## src/rtl/uart_apb_driver.sv

```systemverilog
`default_nettype none
// ============================================================================
// Module   : uart_apb_driver
// Brief    : APB3 requester that configures a CoreUARTapb-style UART and
//            then polls its status register, moving bytes between
//            valid/ready streams and the UART TX/RX data registers.
// Revision : 1.0 - initial release
// ============================================================================
module uart_apb_driver #(
  parameter logic [12:0] BAUD_VALUE = 13'd1,
  parameter logic        BIT8       = 1'b1,
  parameter logic        PARITY_EN  = 1'b0,
  parameter logic        ODD_N_EVEN = 1'b0,
  parameter int unsigned POLL_GAP   = 0
) (
  input  logic       PCLK,
  input  logic       PRESET,
  input  logic [7:0] tx_data,
  input  logic       tx_valid,
  output logic       tx_ready,
  output logic [7:0] rx_data,
  output logic       rx_valid,
  input  logic       rx_ready,
  output logic [3:0] err_flags,
  input  logic       err_clr,
  output logic       init_done,
  output logic [4:0] PADDR,
  output logic       PSEL,
  output logic       PENABLE,
  output logic       PWRITE,
  output logic [7:0] PWDATA,
  input  logic [7:0] PRDATA,
  input  logic       PREADY,
  input  logic       PSLVERR
);

  // UART register map
  localparam logic [4:0] c_ADDR_TX    = 5'h00;
  localparam logic [4:0] c_ADDR_RX    = 5'h04;
  localparam logic [4:0] c_ADDR_CTRL1 = 5'h08;
  localparam logic [4:0] c_ADDR_CTRL2 = 5'h0C;
  localparam logic [4:0] c_ADDR_STAT  = 5'h10;

  // Configuration values written once after reset
  localparam logic [7:0] c_CTRL1 = BAUD_VALUE[7:0];
  localparam logic [7:0] c_CTRL2 = {BAUD_VALUE[12:8], ODD_N_EVEN, PARITY_EN, BIT8};
  localparam logic [7:0] c_GAP   = POLL_GAP[7:0];

  // Top-level FSM: which transfer is being (or will next be) issued
  localparam logic [2:0] c_ST_INIT0 = 3'd0;
  localparam logic [2:0] c_ST_INIT1 = 3'd1;
  localparam logic [2:0] c_ST_GAP   = 3'd2;
  localparam logic [2:0] c_ST_POLL  = 3'd3;
  localparam logic [2:0] c_ST_TXW   = 3'd4;
  localparam logic [2:0] c_ST_RXR   = 3'd5;

  // APB phase within the current transfer; IDLE always precedes SETUP,
  // which guarantees a PSEL=0 cycle between transfers.
  localparam logic [1:0] c_PH_IDLE   = 2'd0;
  localparam logic [1:0] c_PH_SETUP  = 2'd1;
  localparam logic [1:0] c_PH_ACCESS = 2'd2;

  logic [2:0] state_q,    state_d;
  logic [1:0] phase_q,    phase_d;
  logic [7:0] gap_q,      gap_d;
  logic       pref_rx_q,  pref_rx_d;
  logic       rx_valid_q, rx_valid_d;
  logic [7:0] rx_data_q,  rx_data_d;
  logic [3:0] err_q,      err_d;
  logic       init_q,     init_d;
  logic [4:0] paddr_q,    paddr_d;
  logic       pwrite_q,   pwrite_d;
  logic [7:0] pwdata_q,   pwdata_d;
  logic       tx_ready_q, tx_ready_d;

  logic       w_tx_ok;
  logic       w_rx_ok;
  logic [2:0] w_after_state;
  logic [7:0] w_after_cnt;

  // Eligibility as seen by a status poll in its completion cycle
  assign w_tx_ok = PRDATA[0] & tx_valid;
  assign w_rx_ok = PRDATA[1] & ~rx_valid_q;

  // After a data/config transfer the FSM waits POLL_GAP cycles, or polls at once
  assign w_after_state = (c_GAP == 8'd0) ? c_ST_POLL : c_ST_GAP;
  assign w_after_cnt   = c_GAP - 8'd1;

  // Next-state logic for the sequencer, APB request fields and stream side
  always_comb begin
    state_d    = state_q;
    phase_d    = phase_q;
    gap_d      = gap_q;
    pref_rx_d  = pref_rx_q;
    rx_valid_d = rx_valid_q;
    rx_data_d  = rx_data_q;
    err_d      = err_q;
    init_d     = init_q;
    paddr_d    = paddr_q;
    pwrite_d   = pwrite_q;
    pwdata_d   = pwdata_q;
    tx_ready_d = 1'b0;

    // Clear first so that a same-cycle error below takes precedence
    if (err_clr) begin
      err_d = 4'b0000;
    end
    if (rx_valid_q && rx_ready) begin
      rx_valid_d = 1'b0;
    end

    case (phase_q)
      c_PH_IDLE: begin
        if (state_q == c_ST_GAP) begin
          if (gap_q == 8'd0) begin
            state_d = c_ST_POLL;
          end else begin
            gap_d = gap_q - 8'd1;
          end
        end else begin
          phase_d = c_PH_SETUP;
          case (state_q)
            c_ST_INIT0: begin
              paddr_d  = c_ADDR_CTRL1;
              pwrite_d = 1'b1;
              pwdata_d = c_CTRL1;
            end
            c_ST_INIT1: begin
              paddr_d  = c_ADDR_CTRL2;
              pwrite_d = 1'b1;
              pwdata_d = c_CTRL2;
            end
            c_ST_TXW: begin
              // tx_ready lands in the setup cycle of the TX data write
              paddr_d    = c_ADDR_TX;
              pwrite_d   = 1'b1;
              pwdata_d   = tx_data;
              tx_ready_d = 1'b1;
            end
            c_ST_RXR: begin
              paddr_d  = c_ADDR_RX;
              pwrite_d = 1'b0;
              pwdata_d = 8'h00;
            end
            c_ST_POLL: begin
              paddr_d  = c_ADDR_STAT;
              pwrite_d = 1'b0;
              pwdata_d = 8'h00;
            end
            default: begin
              phase_d = c_PH_IDLE;
              state_d = c_ST_INIT0;
            end
          endcase
        end
      end

      c_PH_SETUP: begin
        phase_d = c_PH_ACCESS;
      end

      c_PH_ACCESS: begin
        if (PREADY) begin
          phase_d = c_PH_IDLE;
          if (PSLVERR) begin
            err_d[3] = 1'b1;
          end
          case (state_q)
            c_ST_INIT0: begin
              state_d = c_ST_INIT1;
            end
            c_ST_INIT1: begin
              init_d  = 1'b1;
              state_d = w_after_state;
              gap_d   = w_after_cnt;
            end
            c_ST_POLL: begin
              err_d[2:0] = err_d[2:0] | PRDATA[4:2];
              // TX wins unless RX is also eligible and it is RX's turn
              if (w_tx_ok && !(w_rx_ok && pref_rx_q)) begin
                state_d   = c_ST_TXW;
                pref_rx_d = 1'b1;
              end else if (w_rx_ok) begin
                state_d   = c_ST_RXR;
                pref_rx_d = 1'b0;
              end else begin
                state_d = w_after_state;
                gap_d   = w_after_cnt;
              end
            end
            c_ST_RXR: begin
              rx_valid_d = 1'b1;
              rx_data_d  = PRDATA;
              state_d    = w_after_state;
              gap_d      = w_after_cnt;
            end
            default: begin
              state_d = w_after_state;
              gap_d   = w_after_cnt;
            end
          endcase
        end
      end

      default: begin
        phase_d = c_PH_IDLE;
      end
    endcase
  end

  // State and output registers; reset drops the bus and any pending rx byte
  always_ff @(posedge PCLK or posedge PRESET) begin
    if (PRESET) begin
      state_q    <= c_ST_INIT0;
      phase_q    <= c_PH_IDLE;
      gap_q      <= 8'd0;
      pref_rx_q  <= 1'b0;
      rx_valid_q <= 1'b0;
      rx_data_q  <= 8'h00;
      err_q      <= 4'b0000;
      init_q     <= 1'b0;
      paddr_q    <= 5'h00;
      pwrite_q   <= 1'b0;
      pwdata_q   <= 8'h00;
      tx_ready_q <= 1'b0;
    end else begin
      state_q    <= state_d;
      phase_q    <= phase_d;
      gap_q      <= gap_d;
      pref_rx_q  <= pref_rx_d;
      rx_valid_q <= rx_valid_d;
      rx_data_q  <= rx_data_d;
      err_q      <= err_d;
      init_q     <= init_d;
      paddr_q    <= paddr_d;
      pwrite_q   <= pwrite_d;
      pwdata_q   <= pwdata_d;
      tx_ready_q <= tx_ready_d;
    end
  end

  assign PSEL      = (phase_q != c_PH_IDLE);
  assign PENABLE   = (phase_q == c_PH_ACCESS);
  assign PADDR     = paddr_q;
  assign PWRITE    = pwrite_q;
  assign PWDATA    = pwdata_q;
  assign tx_ready  = tx_ready_q;
  assign rx_valid  = rx_valid_q;
  assign rx_data   = rx_data_q;
  assign err_flags = err_q;
  assign init_done = init_q;

endmodule
`default_nettype wire

```

## config.mk

```make
export PLATFORM = sky130hd
export DESIGN_NAME = uart_apb_driver
export DESIGN_NICKNAME = d
export VERILOG_FILES = /design/src/rtl/uart_apb_driver.sv
export SDC_FILE = /design/constraint.sdc
export NUM_CORES = 1
export LEC_CHECK = 0
export CAP_MARGIN = 40
export CORE_MARGIN = 2
export CORE_UTILIZATION = 35
export DETAILED_ROUTE_END_ITERATION = 8
export PLACE_DENSITY_LB_ADDON = 0.15
export SLEW_MARGIN = 20
export SYNTH_ARGS = -nofsm -noshare
export SYNTH_HDL_FRONTEND = slang
export SYNTH_SLANG_ARGS = --single-unit
```

## constraint.sdc

```tcl
create_clock -name PCLK -period 3.44 [get_ports PCLK]
set_input_delay 0.688 -clock PCLK [delete_from_list [all_inputs] [get_ports PCLK]]
set_output_delay 0.688 -clock PCLK [all_outputs]
set_load 0.01 [all_outputs]
```

# Yosys cells after proc, flatten, opt, wreduce, memory -nomap -nowiden
# Index checks and enable logic that the tools add are counted.
# Widths: inputs -> output; s select.
# totals
regBits	43
inputBits	23
out_inout_bits	31
wordCells	96
# classes
addsub	1
eq_ne	16
n_mux	36
bitwise	5
reduce_logical	26
# ops
cell	count
$mux 8	5
$pmux 8 s2	2
$pmux 5 s5	1
$pmux 8 s3	1
$mux 3	7
$reduce_and 3->1	5
$mux 4	3
$ne 3x3->1 const B	4
$pmux 3 s2	2
$mux 1	11
$logic_not 8->1	1
$ne 2x2->1 const B	4
$reduce_and 4->1	2
$reduce_bool 2->1	4
$sub 8x1->8 const B	1
$reduce_and 7->1	1
$eq 3x2->1 const B	2
$eq 3x3->1 const B	2
$pmux 2 s3	1
$reduce_bool 5->1	1
$reduce_or 5->1	1
$mux 2	2
$reduce_or 2->1	2
$eq 3x1->1 const B	1
other kinds (14)	18

# Depth between registers and ports, before layout
# Gate-level depths: netlist of the first run.
# depth
ltp_word	9
mapped_depth	7
depth_no_buf	6

# Worst setup path after synthesis of the first run
# No wires, ideal clock.
# synth_timing
path_type	input-to-reg
startpoint	in PREADY
endpoint	reg state_q[0]
setup_ps	125
arrival_time_ps	1819
required_time_ps	3315
slack_ps	1497
stages	5
path_buffers	1
path_cell_list	clkbuf_1 > and2_1 > a31oi_1 > nor3_1 > mux2_2
# synth_via
elab_chain_cells	2
# synth_rtl
element	line_no	rtl
start: declaration	33	input logic PREADY,
$ne 2x1->1 (no source line)	n/a	
$reduce_and 4->1 (no source line)	n/a	
end signal: assignment	214	state_q <= c_ST_INIT0;
end signal: assignment	227	state_q <= state_d;
end: declaration	63	logic [2:0] state_q, state_d;
# No other way between the ends.
# A chain may end at the register's enable or synchronous reset.

# Final worst setup path of the first run
# layout_timing
startpoint	reg phase_q[1]
endpoint	out PSEL
# layout_via
elab_chain_cells	1
# layout_rtl
element	line_no	rtl
start: declaration	64	logic [1:0] phase_q, phase_d;
start signal: assignment	215	phase_q <= c_PH_IDLE;
start signal: assignment	228	phase_q <= phase_d;
$reduce_bool 2->1	242	assign PSEL = (phase_q != c_PH_IDLE);
end: declaration	28	output logic PSEL,
# No other way between the ends.

==> results of run 1 <==
==> cells in the mapped netlist, drive strengths merged <==
library cell	instances	area [um2]
a31oi	3	18.8
a21boi	1	7.51
ha	2	25.0
a41o	1	10.0
nor3b	1	7.51
and2	2	12.5
nand2	9	33.8
clkbuf	4	15.0
a22oi	1	7.51
o2bb2ai	4	35.0
o211ai	2	20.0
a32o	4	40.0
a311oi	1	15.0
o31ai	2	15.0
a22o	8	70.1
xor2	1	8.76
o21bai	5	37.5
or3b	1	11.3
nor2b	4	25.0
nand2b	3	18.8
and3	1	6.26
a21oi	6	30.0
a211oi	2	15.0
nor2	14	55.1
a21o	1	7.51
nand3	7	35.0
mux2	11	128
o2111ai	1	8.76
conb	1	3.75
buf	4	25.0
nor4	2	27.5
dfrtp	41	1030
o21ai	4	20.0
o211a	1	10.0
o221ai	1	8.76
inv	12	45.0
nor3	3	20.0
o22ai	2	12.5
or3	1	6.26
==> state kept, by name (all words and copies together) (netlist names) <==
name and count:
phase_q 2, init_done 1, gap_q 8, PWRITE 1
pref_rx_q 1, rx_data 8, PADDR 3, err_flags 4
tx_ready 1, PWDATA 8, rx_valid 1, state_q 3
==> metal layers <==
metal | vias up | track usage | share of wire
li1 | 731 | - | -
met1 | 705 | 0.212 | 0.49
met2 | 38 | 0.215 | 0.46
met3 | 4 | 0.0333 | 0.043
met4 | 0 | 0.0368 | 0.0086
met5 | - | 0 | 0
==> power by group through the flow <==
stage	logic (mW)	clock network (mW)	registers (mW)
after floorplan	0.476	0	0.724
after global placement	0.697	0	0.774
after detailed placement	0.702	0	0.767
after CTS	0.704	0.355	0.764
after global routing	0.776	0.371	0.787
final	0.699	0.345	0.764
==> metrics by stage <==
step | worst slack, ns | power (mW)
after floorplan | 1.50 | 1.20
after global placement | 0.921 | 1.47
after detailed placement | 0.889 | 1.47
after CTS | 0.893 | 1.82
after global routing | 0.759 | 1.93
final | 0.931 | 1.81
==> cell usage in the layout, fill, tap and decap left out, drive strengths merged, types with 2 or more instances in the layout <==
cell,netlist,layout
a211oi,2,2
a21oi,6,6
a22o,8,8
a31oi,3,3
a32o,4,4
and2,2,2
buf,4,2
clkbuf,4,7
clkdlybuf4s50,0,51
conb,1,2
dfrtp,41,41
ha,2,2
inv,12,12
mux2,11,11
nand2,9,9
nand2b,3,3
nand3,7,7
nor2,14,14
nor2b,4,4
nor3,3,3
nor4,2,2
o211ai,2,2
o21ai,4,4
o21bai,5,5
o22ai,2,2
o2bb2ai,4,4
o31ai,2,2
==> cell type report <==
cell class | count | area (um2) | share of cell area
clock inverter | 1 | 5.00 | 0.00192
inverter | 12 | 45.0 | 0.0173
clock buffer | 7 | 96.3 | 0.0370
multi-input combinational | 114 | 817 | 0.314
sequential | 41 | 1030 | 0.394
timing repair buffer | 53 | 526 | 0.202
tap | 70 | 87.6 | 0.0337
==> worst min path at each step <==
| stage | from | end | slack (ns) | cells past startpoint |
|---|---|---|---|---|
| 6_report | gap_q[7] | gap_q[7] | 0.49 | 1 |
| 5_1_grt | gap_q[7] | gap_q[7] | 0.52 | 1 |
| 4_1_cts | gap_q[7] | gap_q[7] | 0.49 | 1 |
| 3_5_place_dp | gap_q[7] | gap_q[7] | 0.48 | 1 |
| 3_3_place_gp | err_flags[3] | err_flags[3] | 0.47 | 1 |
| 2_1_floorplan | gap_q[7] | gap_q[7] | 0.45 | 1 |
==> kinds of logic (layout without fill, tap and decap cells) <==
family	Yosys count	count (layout)
other	1	2
multiplexers	11	11
flip-flops	41	41
buffers and inverters	20	73
AND/OR/NAND/NOR	48	48
XOR/XNOR	1	1
adder cells (fa/ha/maj)	2	2
AO/OA/AOI/OAI	50	50
==> results.json, run 1 <==
{
  "cts_tree": "done",
  "ys_seq_area_frac": 0.533,
  "crit_start": "phase_q[1]",
  "antenna_found_initial": 0,
  "grt_use_total": 0.144,
  "port_buffers": 51,
  "dieWidth_um": 78.2,
  "syn_area_per_cell_um2": 11.1,
  "cts_hold_buffers": 0,
  "setup-violations-final": 0,
  "cts_sinks": 41,
  "fmax_ghz": 0.399,
  "stdcell_count": 298,
  "drt_pass1_iterations": 4,
  "via_count": 1478,
  "cts_buffer_depth": 2,
  "placementRows": 26,
  "rrSetupSlack_ns": 1.28,
  "worstReg2RegStart": "state_q[1]",
  "crit_fanout": 9,
  "pwr-share-clk": 0.191,
  "fin_area_um2": 2600,
  "grt_max_degree": 42,
  "finalSetupTns_ns": 0,
  "routedWlPerCell_um": 14.1,
  "drc": 0,
  "path_depth": 3,
  "period_share": 0.729,
  "power_switching_mw": 0.669,
  "die-area_um2": 6110,
  "fin_nets": 252,
  "synth_compound_area_frac": 0.202,
  "cts.reportedPaths.clkPinSlew_ns": 0.08,
  "pwr-share-comb": 0.386,
  "placedCellCount": 290,
  "yosys_warnings": 0,
  "cp_cell_sequence": "nor2_1 -> inv_1 -> clkdlybuf4s50_1",
  "status": "finished, final reports clean",
  "grt_pass1_vias": 1477,
  "cp_num_buf_inv": 2,
  "cts_buffers": 5,
  "nFillCells": 496,
  "slew_headroom": 0.549,
  "ys_ff_latch": 41,
  "via_per_inst": 4.96,
  "p_leak_nw": 1.14,
  "dpl-instance-area_um2": 2500,
  "post_cts_buffers": 0,
  "dpl.hpwl_um": 2930,
  "cp_data_required_time_ns": 2.75,
  "synth_top_family_by_area": "compound AO/OA/AOI/OAI gates",
  "dieHeight_um": 78.2,
  "synthToLayoutAreaGrowth_pct": 35.2,
  "final_hold_viol_count": 0,
  "drive_above_1_share": 0.118,
  "synth_xor_area_frac": 0.00455,
  "skew_ns": 0.00353,
  "final_core_util": 0.500,
  "layout_min_cycle_time_ns": 2.51,
  "cp_top_family": "buffers and inverters",
  "drtAntennaViolNets": 0,
  "cp_slowest_cell": "clkdlybuf4s50_1",
  "htree_levels": 2,
  "min_path_type": "register to register",
  "gp_congestion": 0.708,
  "powerDensity_nw_per_um2": 695,
  "ctsResizeCount": 0,
  "start_util": 0.370,
  "critPathLaunchType": "register",
  "io-pin-count": 54,
  "core-area_um2": 5200,
  "synth-adder-area-share": 0.0130,
  "grt_pass1_wl_um": 7090,
  "max_stage_delay_ns": 0.52,
  "rsz0062_at_grt": "no",
  "pwr-share-seq": 0.423,
  "swShare": 0.370,
  "ir_worst_vdd_uv": 447,
  "diodes": 0,
  "worstSetupPathType": "register to output port",
  "overflow": 0,
  "syn_area_um2": 1920,
  "drv_cap": 0,
  "r2r_end": "gap_q[1]",
  "reg2reg_depth": 4,
  "ys_types": 45,
  "holdWs_ns": 0.492,
  "tightest_slew_ns": 0.671,
  "p_int_mw": 1.14,
  "arrival_ns": 1.82,
  "totalWireLength_um": 4210,
  "crit_path_end": "PSEL",
  "end_kind": "output port",
  "clkLatencyLatePin_ns": 0.29,
  "synth_mux_area_frac": 0.0663,
  "synthSimpleGateAreaFrac": 0.135,
  "slew_violations": 0,
  "drt_iter0_drc": 104,
  "cts_root_buf": "clkbuf_8",
  "syn_inst": 174
}
Note: power is estimated with default switching activity, not from simulation.
==> run 2: changes to the inputs <==
==> constraint.sdc (replaced) <==
create_clock -name PCLK -period 2.4 [get_ports PCLK]
set_input_delay 0.48 -clock PCLK [delete_from_list [all_inputs] [get_ports PCLK]]
set_output_delay 0.48 -clock PCLK [all_outputs]
set_load 0.01 [all_outputs]
==> results.json, run 2 (synthesis gave the netlist of run 1 again) <==
{
  "status": "finished, final reports clean",
  "cts_hold_buffers": 0,
  "slew_violations": 0,
  "cp_data_required_time_ns": 1.92,
  "rsz0062_at_grt": "no",
  "arrival_ns": 1.79,
  "powerDensity_nw_per_um2": 1000,
  "via_count": 1516,
  "synthToLayoutAreaGrowth_pct": 37.6,
  "io-pin-count": 54,
  "worstSetupPathType": "register to output port",
  "use_met1": 0.208,
  "grt_pass1_wl_um": 7180,
  "top_usage_layer": "met2",
  "finalSetupTns_ns": 0,
  "cts_buffer_depth": 2,
  "grt_pass1_vias": 1566,
  "globalRouteMet3Util": 0.0333,
  "layout_setup_ws_ns": 0.135,
  "drv_cap": 0,
  "drive_above_1_share": 0.141,
  "hold_depth": 1,
  "final_hold_viol_count": 0,
  "drc": 0,
  "mostFrequentLayoutCells": "clkdlybuf4s50_1 (51), dfrtp_1 (41), nor2_1 (13)",
  "p_int_mw": 1.68,
  "pwr-share-seq": 0.389,
  "gp_congestion": 0.769,
  "layout_min_cycle_time_ns": 2.27,
  "placementRows": 26,
  "clkLatencyLatePin_ns": 0.29,
  "pre_cts_ws_ns": 0.201,
  "end_kind": "output port",
  "max_stage_delay_ns": 0.59,
  "skew_ns": 0.00766,
  "cp_top_family": "buffers and inverters",
  "dieHeight_um": 78.2,
  "period_share": 0.944,
  "port_buffers": 51,
  "cp_cell_sequence": "nand2b_1 -> inv_1 -> clkdlybuf4s50_1",
  "dieWidth_um": 78.2,
  "layout_commonest_cell": "clkdlybuf4s50_1",
  "fmax_ghz": 0.441,
  "via_per_inst": 4.99,
  "post_cts_buffers": 0,
  "pwr-share-comb": 0.423,
  "ctsResizeCount": 0,
  "min_path_type": "register to register",
  "critPathLaunchType": "register",
  "cp_slowest_cell": "clkdlybuf4s50_1",
  "p_leak_nw": 1.17,
  "placedCellCount": 296,
  "total_power_mw": 2.65,
  "path_depth": 3,
  "fin_area_um2": 2650,
  "holdWs_ns": 0.492,
  "routedWlPerCell_um": 14.2,
  "cts_root_buf": "clkbuf_8",
  "grt_max_degree": 42,
  "die-area_um2": 6110,
  "holdPathEnd": "init_done",
  "cp_num_buf_inv": 2,
  "core-area_um2": 5200,
  "drt_iter0_drc": 67,
  "htree_levels": 2,
  "fin_nets": 258,
  "grt_use_total": 0.147,
  "pwr-share-clk": 0.188,
  "totalWireLength_um": 4310,
  "cts_sinks": 41,
  "hold_start": "init_done",
  "cts_tree": "done",
  "overflow": 0,
  "swShare": 0.366,
  "drt_pass1_iterations": 4,
  "reg2reg_depth": 5,
  "use_met2": 0.222,
  "antenna_found_initial": 0,
  "power_switching_mw": 0.971,
  "stdcell_count": 304,
  "ir_worst_vdd_uv": 502,
  "r2r_end": "rx_data[1]",
  "crit_fanout": 9,
  "diodes": 0,
  "slew_headroom": 0.537,
  "final_core_util": 0.509,
  "rrSetupSlack_ns": 0.39,
  "tightest_slew_ns": 0.690,
  "cts.reportedPaths.clkPinSlew_ns": 0.08,
  "dpl-instance-area_um2": 2550,
  "cts_buffers": 5,
  "drtAntennaViolNets": 0,
  "setup-violations-final": 0,
  "dpl.hpwl_um": 2990,
  "start_util": 0.370,
  "worstReg2RegStart": "phase_q[1]"
}
==> run 2: cell count changes in the layout (fill, tap and decap cells not counted) <==
cell / change
buf_4: +6
==> run 2: power groups by stage <==
stage          sequential, mW  combinational (mW)  clock (mW)
3_5_place_dp             1.04                1.12           0
4_1_cts                  1.03                1.13       0.515
2_1_floorplan            1.04               0.683           0
5_1_grt                  1.06                1.24       0.538
3_3_place_gp             1.05                1.12           0
6_report                 1.03                1.12       0.500
==> run 2: metal layers <==
| metal | wire [um] | share of wire | vias up |
|---|---|---|---|
| met5 | 0 | 0 | - |
| met4 | 27 | 0.0063 | 0 |
| met3 | 149 | 0.035 | 4 |
| met2 | 1930 | 0.45 | 33 |
| met1 | 2200 | 0.51 | 733 |
| li1 | - | - | 746 |
==> run 2: area by class of cell <==
class	count	area, um2
Clock buffer	7	96.3
Clock inverter	1	5.00
Tap cell	70	87.6
Fill cell	495	2560
Sequential cell	41	1030
Inverter	12	45.0
Multi-Input combinational cell	114	817
Timing Repair Buffer	59	571
==> run 2: how the worst max path moves through the flow <==
stage / to / slack [ns] / startpoint
final: PENABLE / 0.13 / phase_q[1]
after global routing: PENABLE / 0.05 / phase_q[1]
after CTS: PENABLE / 0.11 / phase_q[1]
after detailed placement: state_q[0] / 0.20 / PREADY
after global placement: state_q[2] / 0.23 / PREADY
after floorplan: state_q[0] / 0.63 / gap_q[4]
